$ cat config.mk
export PLATFORM = sky130hd
export DESIGN_NAME = beat_tone_player
export DESIGN_NICKNAME = d
export VERILOG_FILES = /design/src/rtl/beat_tone_player.sv
export SDC_FILE = /design/constraint.sdc
export NUM_CORES = 1
export LEC_CHECK = 0
export CORE_MARGIN = 4
export CORE_UTILIZATION = 40
export DETAILED_ROUTE_END_ITERATION = 6
export SYNTH_ARGS = -nofsm -noshare
export SYNTH_HDL_FRONTEND = slang
export SYNTH_SLANG_ARGS = --single-unit
$ cat constraint.sdc
create_clock -name clk -period 4.2 [get_ports clk]
set_input_delay 1.26 -clock clk [delete_from_list [all_inputs] [get_ports clk]]
set_output_delay 1.26 -clock clk [all_outputs]
set_load 0.01 [all_outputs]
$ cat src/rtl/beat_tone_player.sv
// Beat-driven tone player: fetches a note word from a synchronous score ROM on
// every beat change and drives a square wave at that note's pitch.
module beat_tone_player #(
    parameter int CLK_HZ = 100000000,
    parameter int AW     = 12
) (
    input  logic          clk,
    input  logic          reset,
    input  logic          enable,
    input  logic [AW-1:0] ibeat,
    output logic [AW-1:0] rom_addr,
    input  logic [7:0]    rom_data,
    output logic [4:0]    note_code,
    output logic          audio_out,
    output logic          beat_tick,
    output logic          busy,
    output logic          bad_note
);

    typedef enum logic [1:0] {S_IDLE, S_FETCH, S_LOAD, S_PLAY} state_t;

    localparam int FREQ [12] = '{262, 277, 294, 311, 330, 349, 370, 392, 415, 440, 466, 494};

    state_t        r_state;
    state_t        w_state_nxt;
    logic [AW-1:0] r_last_ibeat;
    logic [AW-1:0] r_rom_addr;
    logic          r_beat_tick;
    logic [4:0]    r_note_p0;
    logic          r_vld_p0;
    logic [4:0]    r_note_code;
    logic          r_bad_note;
    logic [23:0]   r_cnt;
    logic          r_audio;

    logic          w_change;
    logic          w_fetch;
    logic          w_tick;
    logic          w_capture;
    logic          w_note_ok;
    logic [4:0]    w_note_nxt;
    logic [23:0]   w_half;
    logic [23:0]   w_half_tab [32];
    logic          w_unused_hi;

    // Codes 1..12 are octave 4, 13..24 octave 5; everything else is silent.
    for (genvar g = 0; g < 32; g++) begin : g_half
        if (g >= 1 && g <= 24) begin : g_note
            localparam int F = FREQ[(g - 1) % 12] * ((g - 1) / 12 + 1);
            assign w_half_tab[g] = 24'(CLK_HZ / (2 * F));
        end else begin : g_rest
            assign w_half_tab[g] = '0;
        end
    end

    assign w_change    = (ibeat != r_last_ibeat);
    assign w_half      = w_half_tab[r_note_code];
    assign w_note_ok   = (r_note_p0 <= 5'd24);
    assign w_unused_hi = ^rom_data[7:5];

    // Note taking effect on the next edge; enable loss wins over a pending load.
    always_comb begin
        w_note_nxt = r_note_code;
        if (!enable) begin
            w_note_nxt = 5'd0;
        end else if (r_vld_p0) begin
            w_note_nxt = w_note_ok ? r_note_p0 : 5'd0;
        end
    end

    always_comb begin
        w_state_nxt = r_state;
        w_fetch     = 1'b0;
        w_tick      = 1'b0;
        w_capture   = 1'b0;
        if (!enable) begin
            w_state_nxt = S_IDLE;
        end else begin
            case (r_state)
                S_IDLE: begin
                    w_state_nxt = S_FETCH;
                    w_fetch     = 1'b1;
                end
                S_FETCH: begin
                    if (w_change) begin
                        w_fetch = 1'b1;
                        w_tick  = 1'b1;
                    end else begin
                        w_state_nxt = S_LOAD;
                    end
                end
                S_LOAD: begin
                    if (w_change) begin
                        w_state_nxt = S_FETCH;
                        w_fetch     = 1'b1;
                        w_tick      = 1'b1;
                    end else begin
                        w_state_nxt = S_PLAY;
                        w_capture   = 1'b1;
                    end
                end
                S_PLAY: begin
                    if (w_change) begin
                        w_state_nxt = S_FETCH;
                        w_fetch     = 1'b1;
                        w_tick      = 1'b1;
                    end
                end
                default: w_state_nxt = S_IDLE;
            endcase
        end
    end

    // Stage p0: ROM word captured in LOAD, applied to the tone one edge later.
    always_ff @(posedge clk or posedge reset) begin
        if (reset) begin
            r_state      <= S_IDLE;
            r_last_ibeat <= '0;
            r_rom_addr   <= '0;
            r_beat_tick  <= 1'b0;
            r_note_p0    <= '0;
            r_vld_p0     <= 1'b0;
        end else begin
            r_state      <= w_state_nxt;
            r_last_ibeat <= ibeat;
            r_beat_tick  <= w_tick;
            r_vld_p0     <= w_capture;
            if (w_fetch) begin
                r_rom_addr <= ibeat;
            end
            if (w_capture) begin
                r_note_p0 <= rom_data[4:0];
            end
        end
    end

    // A pitch change restarts the phase; a repeated pitch keeps counting.
    always_ff @(posedge clk or posedge reset) begin
        if (reset) begin
            r_note_code <= '0;
            r_bad_note  <= 1'b0;
            r_cnt       <= '0;
            r_audio     <= 1'b0;
        end else begin
            r_note_code <= w_note_nxt;
            if (enable && r_vld_p0 && !w_note_ok) begin
                r_bad_note <= 1'b1;
            end
            if (w_note_nxt != r_note_code || w_note_nxt == 5'd0) begin
                r_cnt   <= '0;
                r_audio <= 1'b0;
            end else if (r_cnt == w_half - 24'd1) begin
                r_cnt   <= '0;
                r_audio <= ~r_audio;
            end else begin
                r_cnt <= r_cnt + 24'd1;
            end
        end
    end

    assign rom_addr  = r_rom_addr;
    assign note_code = r_note_code;
    assign audio_out = r_audio;
    assign beat_tick = r_beat_tick;
    assign busy      = (r_state == S_FETCH) || (r_state == S_LOAD);
    assign bad_note  = r_bad_note;

endmodule

==> results.toml <==
[outcome]
outcome = "finished clean"

[worst_hold_path]
hold_path_class = "reg -> reg"
hp-start = "bad_note"
holdPathStages = 1

[critical_path]
crit_type = "reg -> reg"
r2r-start = "note_code[0]"
cp-startpoint = "note_code[0]"
cp.required_ps = 4420
worstPathArrival_ps = 4180
end_kind = "register"
critPathMaxFanout = 24
setup.worst_path.start_class = "register"
rr_worst_depth = 16

[clocking]
cts_buffers = 9
htreeDepth = 3
root_buffer = "clkbuf_8"
clockBufferDepth = 2
cts_hold_buf = 0
cts_tree = "done"
path_clk_slew_ps = 80
clock_latency_ps = 350
clock-sinks = 64

[yosys]
seq_area_frac_synth = 0.359
yosys-top-cells-count = "dfrtp_1 (64), nand2_1 (42), xnor2_1 (37)"
synth_nets = 516
ys_async_sr_fraction = 1.00
synth_area_leader_cell = "dfrtp_1"
synthTopCellsByArea = "dfrtp_1 (36%), xnor2_1 (7.3%), ha_1 (3.9%)"
avgSynthCellArea_sq_um = 9.31
synth_cell_types = 76
synth-seq-cells = 64
syn_area_sq_um = 4460
syn_inst = 479
synth_edf_count = 0
yosysWarnings = 0
synthFlopType = "dfrtp_1"
yosysTopAreaCellShare = 0.359
yosysMostFrequentCell = "dfrtp_1"

[place]
gp_congestion = 0.939
io_buffers = 40
dp_cells = 669
hpwl_microns = 7770

[grt]
grt_pass1_wl_microns = 17700
grt_pass1_vias = 3697
antenna_found_initial = 0
grt_max_degree = 33
grt_overflow = 0
track_usage = 0.167

[finish]
post-route-util = 0.496
drive_gt1_frac = 0.193
nNetsFinal = 577
num-fill-cells = 1003
areaGrowthSynthToFinish_pct = 21.2
final_cells = 685
diodes = 0

[pwr]
vdd_ir_drop_max_v = 0.000213
cellPowerDensity_nw_per_um2 = 258
p_total_mw = 1.39
cellLeakagePower_nw = 2.24

[timing]
finalCriticalPeriod_ps = 3960
hold_viol = 0
fin_hold_ws_ps = 478
rsz0062_at_grt = "no"
max_freq_ghz = 0.253
slew_viol_final = 0
tightest_slew_ps = 640
skew_ps = 14.6
setup_viol = 0
slew-limit-headroom = 0.573
period_share = 0.943
setup_tns_ps = 0

[drt]
drtAntennaViolNets = 0
vias = 3731
first_pass_iters = 4
drt-total-wl_microns = 10400
drtIter0Drc = 270
via_per_inst = 5.45
routed_wire_length_per_instance_microns = 15.2
drcViolationCount = 0

[die]
dieArea_sq_um = 12900
dieHeight_microns = 114
die_x_microns = 114
core-area_sq_um = 10900
fp-row-count = 38
start_util = 0.410
io_pins = 44

[job]
cap_viol_max_count = 0
==> kinds of logic after synthesis <==
kind of cell | count (synthesis) | share of synthesized area
fa+ha+maj | 14 | 0.0393
mux | 22 | 0.0558
buf+inv | 40 | 0.0482
xor+xnor | 56 | 0.113
compound gates | 93 | 0.155
flops | 64 | 0.359
simple gates | 190 | 0.230
==> registers in the layout, summed over array words and instances (netlist names) <==
register and count:
audio_out 1, bad_note 1, beat_tick 1, note_code 5, r_cnt 24, r_last_ibeat 12, r_note_p0 5, r_state 2
r_vld_p0 1, rom_addr 12
==> placed cells by master (no fill, tap or decap), drive strengths merged, types with 10 or more instances in the layout <==
cell type and count:
ha 14, nor2b 11, inv 18, nor2 50, buf 33, clkbuf 10, nand2b 15, xor2 18
o21ai 20, mux2 13, nand3 20, dfrtp 64, clkdlybuf4s50 40, xnor2 37, a21oi 13, nand2 42
==> metrics by stage <==
stage | setup slack [ps] | cell area (sq um)
2_1_floorplan | 3.99 | 4470
3_3_place_gp | 187 | 5150
3_5_place_dp | 171 | 5150
4_1_cts | 128 | 5380
5_1_grt | 18.3 | 5410
6_report | 241 | 5410
==> routing by layer <==
layer	track usage	vias up	wire (microns)
li1	-	1818	-
met3	0.0398	26	518
met5	0	-	0
met2	0.261	88	4750
met1	0.225	1799	4890
met4	0.0633	0	248
==> power by group <==
part           switching (mW)  internal, mW  total, mW
clock                   0.255         0.353      0.609
combinational          0.0562        0.0753      0.132
sequential             0.0141         0.639      0.653
total                   0.325          1.07       1.39
==> worst max-delay path, cell delays in order (launching register included) <==
cell       delay [ps]
dfrtp_1           390
buf_4             170
ha_1              210
and2_1            170
o21ai_0           160
nand3_1           190
inv_2             100
ha_1              190
inv_1              70
a2111o_2          390
xnor3_1           350
a2111o_1          430
nor4b_4           300
o2111ai_2         220
o21bai_4          200
buf_12            200
nor2b_1            70
==> layout make-up <==
cell class                 count  area [sq um]  share of cell area
inverter                      17          63.8              0.0118
timing repair buffer          73           661               0.122
sequential                    64          1600               0.296
multi-input combinational    375          2680               0.495
tap                          140           175              0.0324
clock buffer                  10           138              0.0255
clock inverter                 6          91.3              0.0169
==> final timing paths <==
kind	end	slack [ps]
setup / recovery	r_cnt[3]	240
hold / removal	bad_note	480
setup reg to reg	r_cnt[3]	240
hold reg to reg	bad_note	480
max in group asynchronous	r_last_ibeat[9]	2120
min in group asynchronous	r_state[1]	1310
==> timing repair <==
action                     CTS  global route
resized for setup            0             5
setup endpoints to repair    0            25
buffers inserted             0             0
(Power assumes the default switching activity.)
==> edit, RTL diff (same flow settings) <==
Register the inputs `enable`, `ibeat` and `rom_data` before use, with the module's reset. The logic sees them one clock later.
--- a/src/rtl/beat_tone_player.sv
+++ b/src/rtl/beat_tone_player.sv
@@ -20,6 +20,22 @@
     typedef enum logic [1:0] {S_IDLE, S_FETCH, S_LOAD, S_PLAY} state_t;
 
     localparam int FREQ [12] = '{262, 277, 294, 311, 330, 349, 370, 392, 415, 440, 466, 494};
+
+    logic enable_q;
+    logic [AW-1:0] ibeat_q;
+    logic [7:0] rom_data_q;
+
+    always_ff @(posedge clk or posedge reset) begin
+        if (reset) begin
+            enable_q   <= '0;
+            ibeat_q    <= '0;
+            rom_data_q <= '0;
+        end else begin
+            enable_q   <= enable;
+            ibeat_q    <= ibeat;
+            rom_data_q <= rom_data;
+        end
+    end
 
     state_t        r_state;
     state_t        w_state_nxt;
@@ -53,15 +69,15 @@
         end
     end
 
-    assign w_change    = (ibeat != r_last_ibeat);
+    assign w_change    = (ibeat_q != r_last_ibeat);
     assign w_half      = w_half_tab[r_note_code];
     assign w_note_ok   = (r_note_p0 <= 5'd24);
-    assign w_unused_hi = ^rom_data[7:5];
+    assign w_unused_hi = ^rom_data_q[7:5];
 
     // Note taking effect on the next edge; enable loss wins over a pending load.
     always_comb begin
         w_note_nxt = r_note_code;
-        if (!enable) begin
+        if (!enable_q) begin
             w_note_nxt = 5'd0;
         end else if (r_vld_p0) begin
             w_note_nxt = w_note_ok ? r_note_p0 : 5'd0;
@@ -73,7 +89,7 @@
         w_fetch     = 1'b0;
         w_tick      = 1'b0;
         w_capture   = 1'b0;
-        if (!enable) begin
+        if (!enable_q) begin
             w_state_nxt = S_IDLE;
         end else begin
             case (r_state)
@@ -122,14 +138,14 @@
             r_vld_p0     <= 1'b0;
         end else begin
             r_state      <= w_state_nxt;
-            r_last_ibeat <= ibeat;
+            r_last_ibeat <= ibeat_q;
             r_beat_tick  <= w_tick;
             r_vld_p0     <= w_capture;
             if (w_fetch) begin
-                r_rom_addr <= ibeat;
+                r_rom_addr <= ibeat_q;
             end
             if (w_capture) begin
-                r_note_p0 <= rom_data[4:0];
+                r_note_p0 <= rom_data_q[4:0];
             end
         end
     end
@@ -143,7 +159,7 @@
             r_audio     <= 1'b0;
         end else begin
             r_note_code <= w_note_nxt;
-            if (enable && r_vld_p0 && !w_note_ok) begin
+            if (enable_q && r_vld_p0 && !w_note_ok) begin
                 r_bad_note <= 1'b1;
             end
             if (w_note_nxt != r_note_code || w_note_nxt == 5'd0) begin
Behaviour: not the same (a bounded check fails within 4 cycles, from zero or initial values and one cycle with reset high).
==> edit against the original RTL <==
Cell area up 10%. Setup slack worse by 10 ps. Worst hold slack worse by 69 ps. Total power up 32%. Routed wire length up 5.6%. Sequential cell count up 18. Non-clock buffer count down 9. Synthesized cell count up 7.3%. Synthesized area up 11%. Critical path type unchanged.
==> edit: results (changes against the original RTL) <==
status complete, no violations; Tightest Hold Check Type reg -> reg; Via-to-Cell Ratio 5.297 (-2.8%); register area share after synthesis 41.35% (+5.4 points); pre-CTS WS 99.64 ps (-71.59 ps); final WL 11000 µm (+5.6%); Cell Count, Final, Fillers Out 735 (+7.3%); Post-synth ARST share 100.0% (unchanged); Worst Hold End r_last_ibeat[0]; Area Overhead vs Synth 20.20%; n_diodes 0 (unchanged); wl on met1 5222 µm (+6.8%); switching power share of the total 20.78% (-2.6 points); routed wl met2 4950 µm (+4.2%); setup TNS 0 ps (unchanged); slowest stage delay, CP 580 ps (+150 ps); layout cells sized above 1 13.76% (-5.5 points); worst flop-to-flop path endpoint audio_out; Reg clk slew, reported paths 60 ps (-20 ps); root buffer cell clkbuf_16; initial antenna violation count 0 (unchanged); number of library cell types mapped by synthesis 73 (-3.9%); yosys warns 0 (unchanged); syn_area_per_cell 9.654 µm² (+3.7%); syn nets 551 (+6.8%); FF-to-FF path depth 15 (-1); HPWL after detailed placement 8074 µm (+3.9%); Crit-path slowest cell or4_1; placer congestion estimate 0.8728 (-7.1%); Inst Count DP 718 (+7.3%); worst vdd ir 0.0002502 V (+18%); Largest delay share family, worst path simple AND/OR/NAND/NOR gates; CTS Buf Count 9 (unchanged); top cells by area, synth dfrtp_1 (41%), xnor2_1 (7.6%), ha_1 (3.5%), nor3_1 (3.5%), nand2_1 (3.1%); largest net degree at the start of global routing 39 (+18%); PortBufs 40 (unchanged); Top reg by flops r_cnt; Clock Latency Late Sink 330 ps (-20 ps); htree depth 3 (unchanged); Post-synth top cells dfrtp_1 (82), xnor2_1 (43), nand2_1 (41); first-pass GRT wire length 18580 µm (+5.2%); Final Skew 5.783 ps (-8.832 ps); detailed-routed wire length on met3 507 µm (-2.1%); crit-path max FO 10 (-58%); Leak 2.474 nW (+10%); nets 599 (+3.8%); Tot GR Track Use 15.80% (-0.89 points); hold wc startpoint ibeat_q[0]; RR Startpoint note_code[1]; vias in the first global route 3800 (+2.8%); dpl cell area 0.005588 mm² (+8.5%); Min Hold Slack 409.2 ps (-69.08 ps); Hold Path Stages 0 (-1); DR top layer met4; Worst-Margin Slew 1045 ps (+405.3 ps); Iter 0 DRT Violations 234 (-13%); # fillers 1103 (+10%)
[edit: worst max path at each step]
stage | start | end | slack (ps) | depth (start not counted)
floorplan | note_code[1] | audio_out | 50 | 16
CTS | note_code[0] | audio_out | 80 | 14
global placement | note_code[1] | audio_out | 170 | 14
finish | note_code[1] | audio_out | 230 | 15
detailed placement | note_code[0] | audio_out | 100 | 14
global route | note_code[1] | audio_out | 1 | 15
[edit: cells by family (layout without fill, tap and decap cells)]
kind of cell / Yosys count / count (layout) / synth area share, %
simple gates: 210 / 210 / 22.92
compound gates: 87 / 87 / 12.78
flops: 82 / 82 / 41.35
xor+xnor: 57 / 57 / 10.06
buf+inv: 43 / 96 / 4.664
mux: 21 / 21 / 4.690
fa+ha+maj: 14 / 14 / 3.530
[edit: power by group through the flow]
stage / logic (mW) / clock network, mW / registers (mW)
after floorplan: 0.0587 / 0 / 0.860
after global placement: 0.130 / 0 / 0.859
after global routing: 0.144 / 0.912 / 0.850
after CTS: 0.133 / 0.878 / 0.846
final: 0.129 / 0.858 / 0.846
after detailed placement: 0.132 / 0 / 0.859
[edit: final cells by class]
cell class              instances  area, µm²  share of cell area, %
multi-input cells             389       2709                  45.42
flip-flops and latches         82       2053                  34.42
repair buffers                 64      593.1                  9.943
clock buffers                  11      252.7                  4.237
well taps                     168      210.2                  3.524
clock inverters                 5      85.08                  1.426
inverters                      16      61.31                  1.028
[edit: repair_timing]
item / in CTS / in global routing
endpoints found under the setup margin: 0 / 25
hold buffers: 0 / 0
setup buffers: 0 / 1
resized for setup: 0 / 6
[edit: routing by layer]
metal / GRT usage (%) / vias up
met5: 0 / -
met4: 6.442 / 0
met3: 3.276 / 21
met2: 24.27 / 96
met1: 21.78 / 1849
li1: - / 1927
[edit: worst reg2reg max path, cell delays in order, from the launching register on]
cell and delay (ps):
dfrtp_1 340, inv_1 70, buf_4 160, ha_1 230, buf_4 190, or3_1 340, a32oi_1 310, buf_4 180
o21a_1 130, nand4_1 170, nor4_2 330, buf_4 170, mux2i_1 220, nand3_1 90, or4_1 580, mux2_1 340
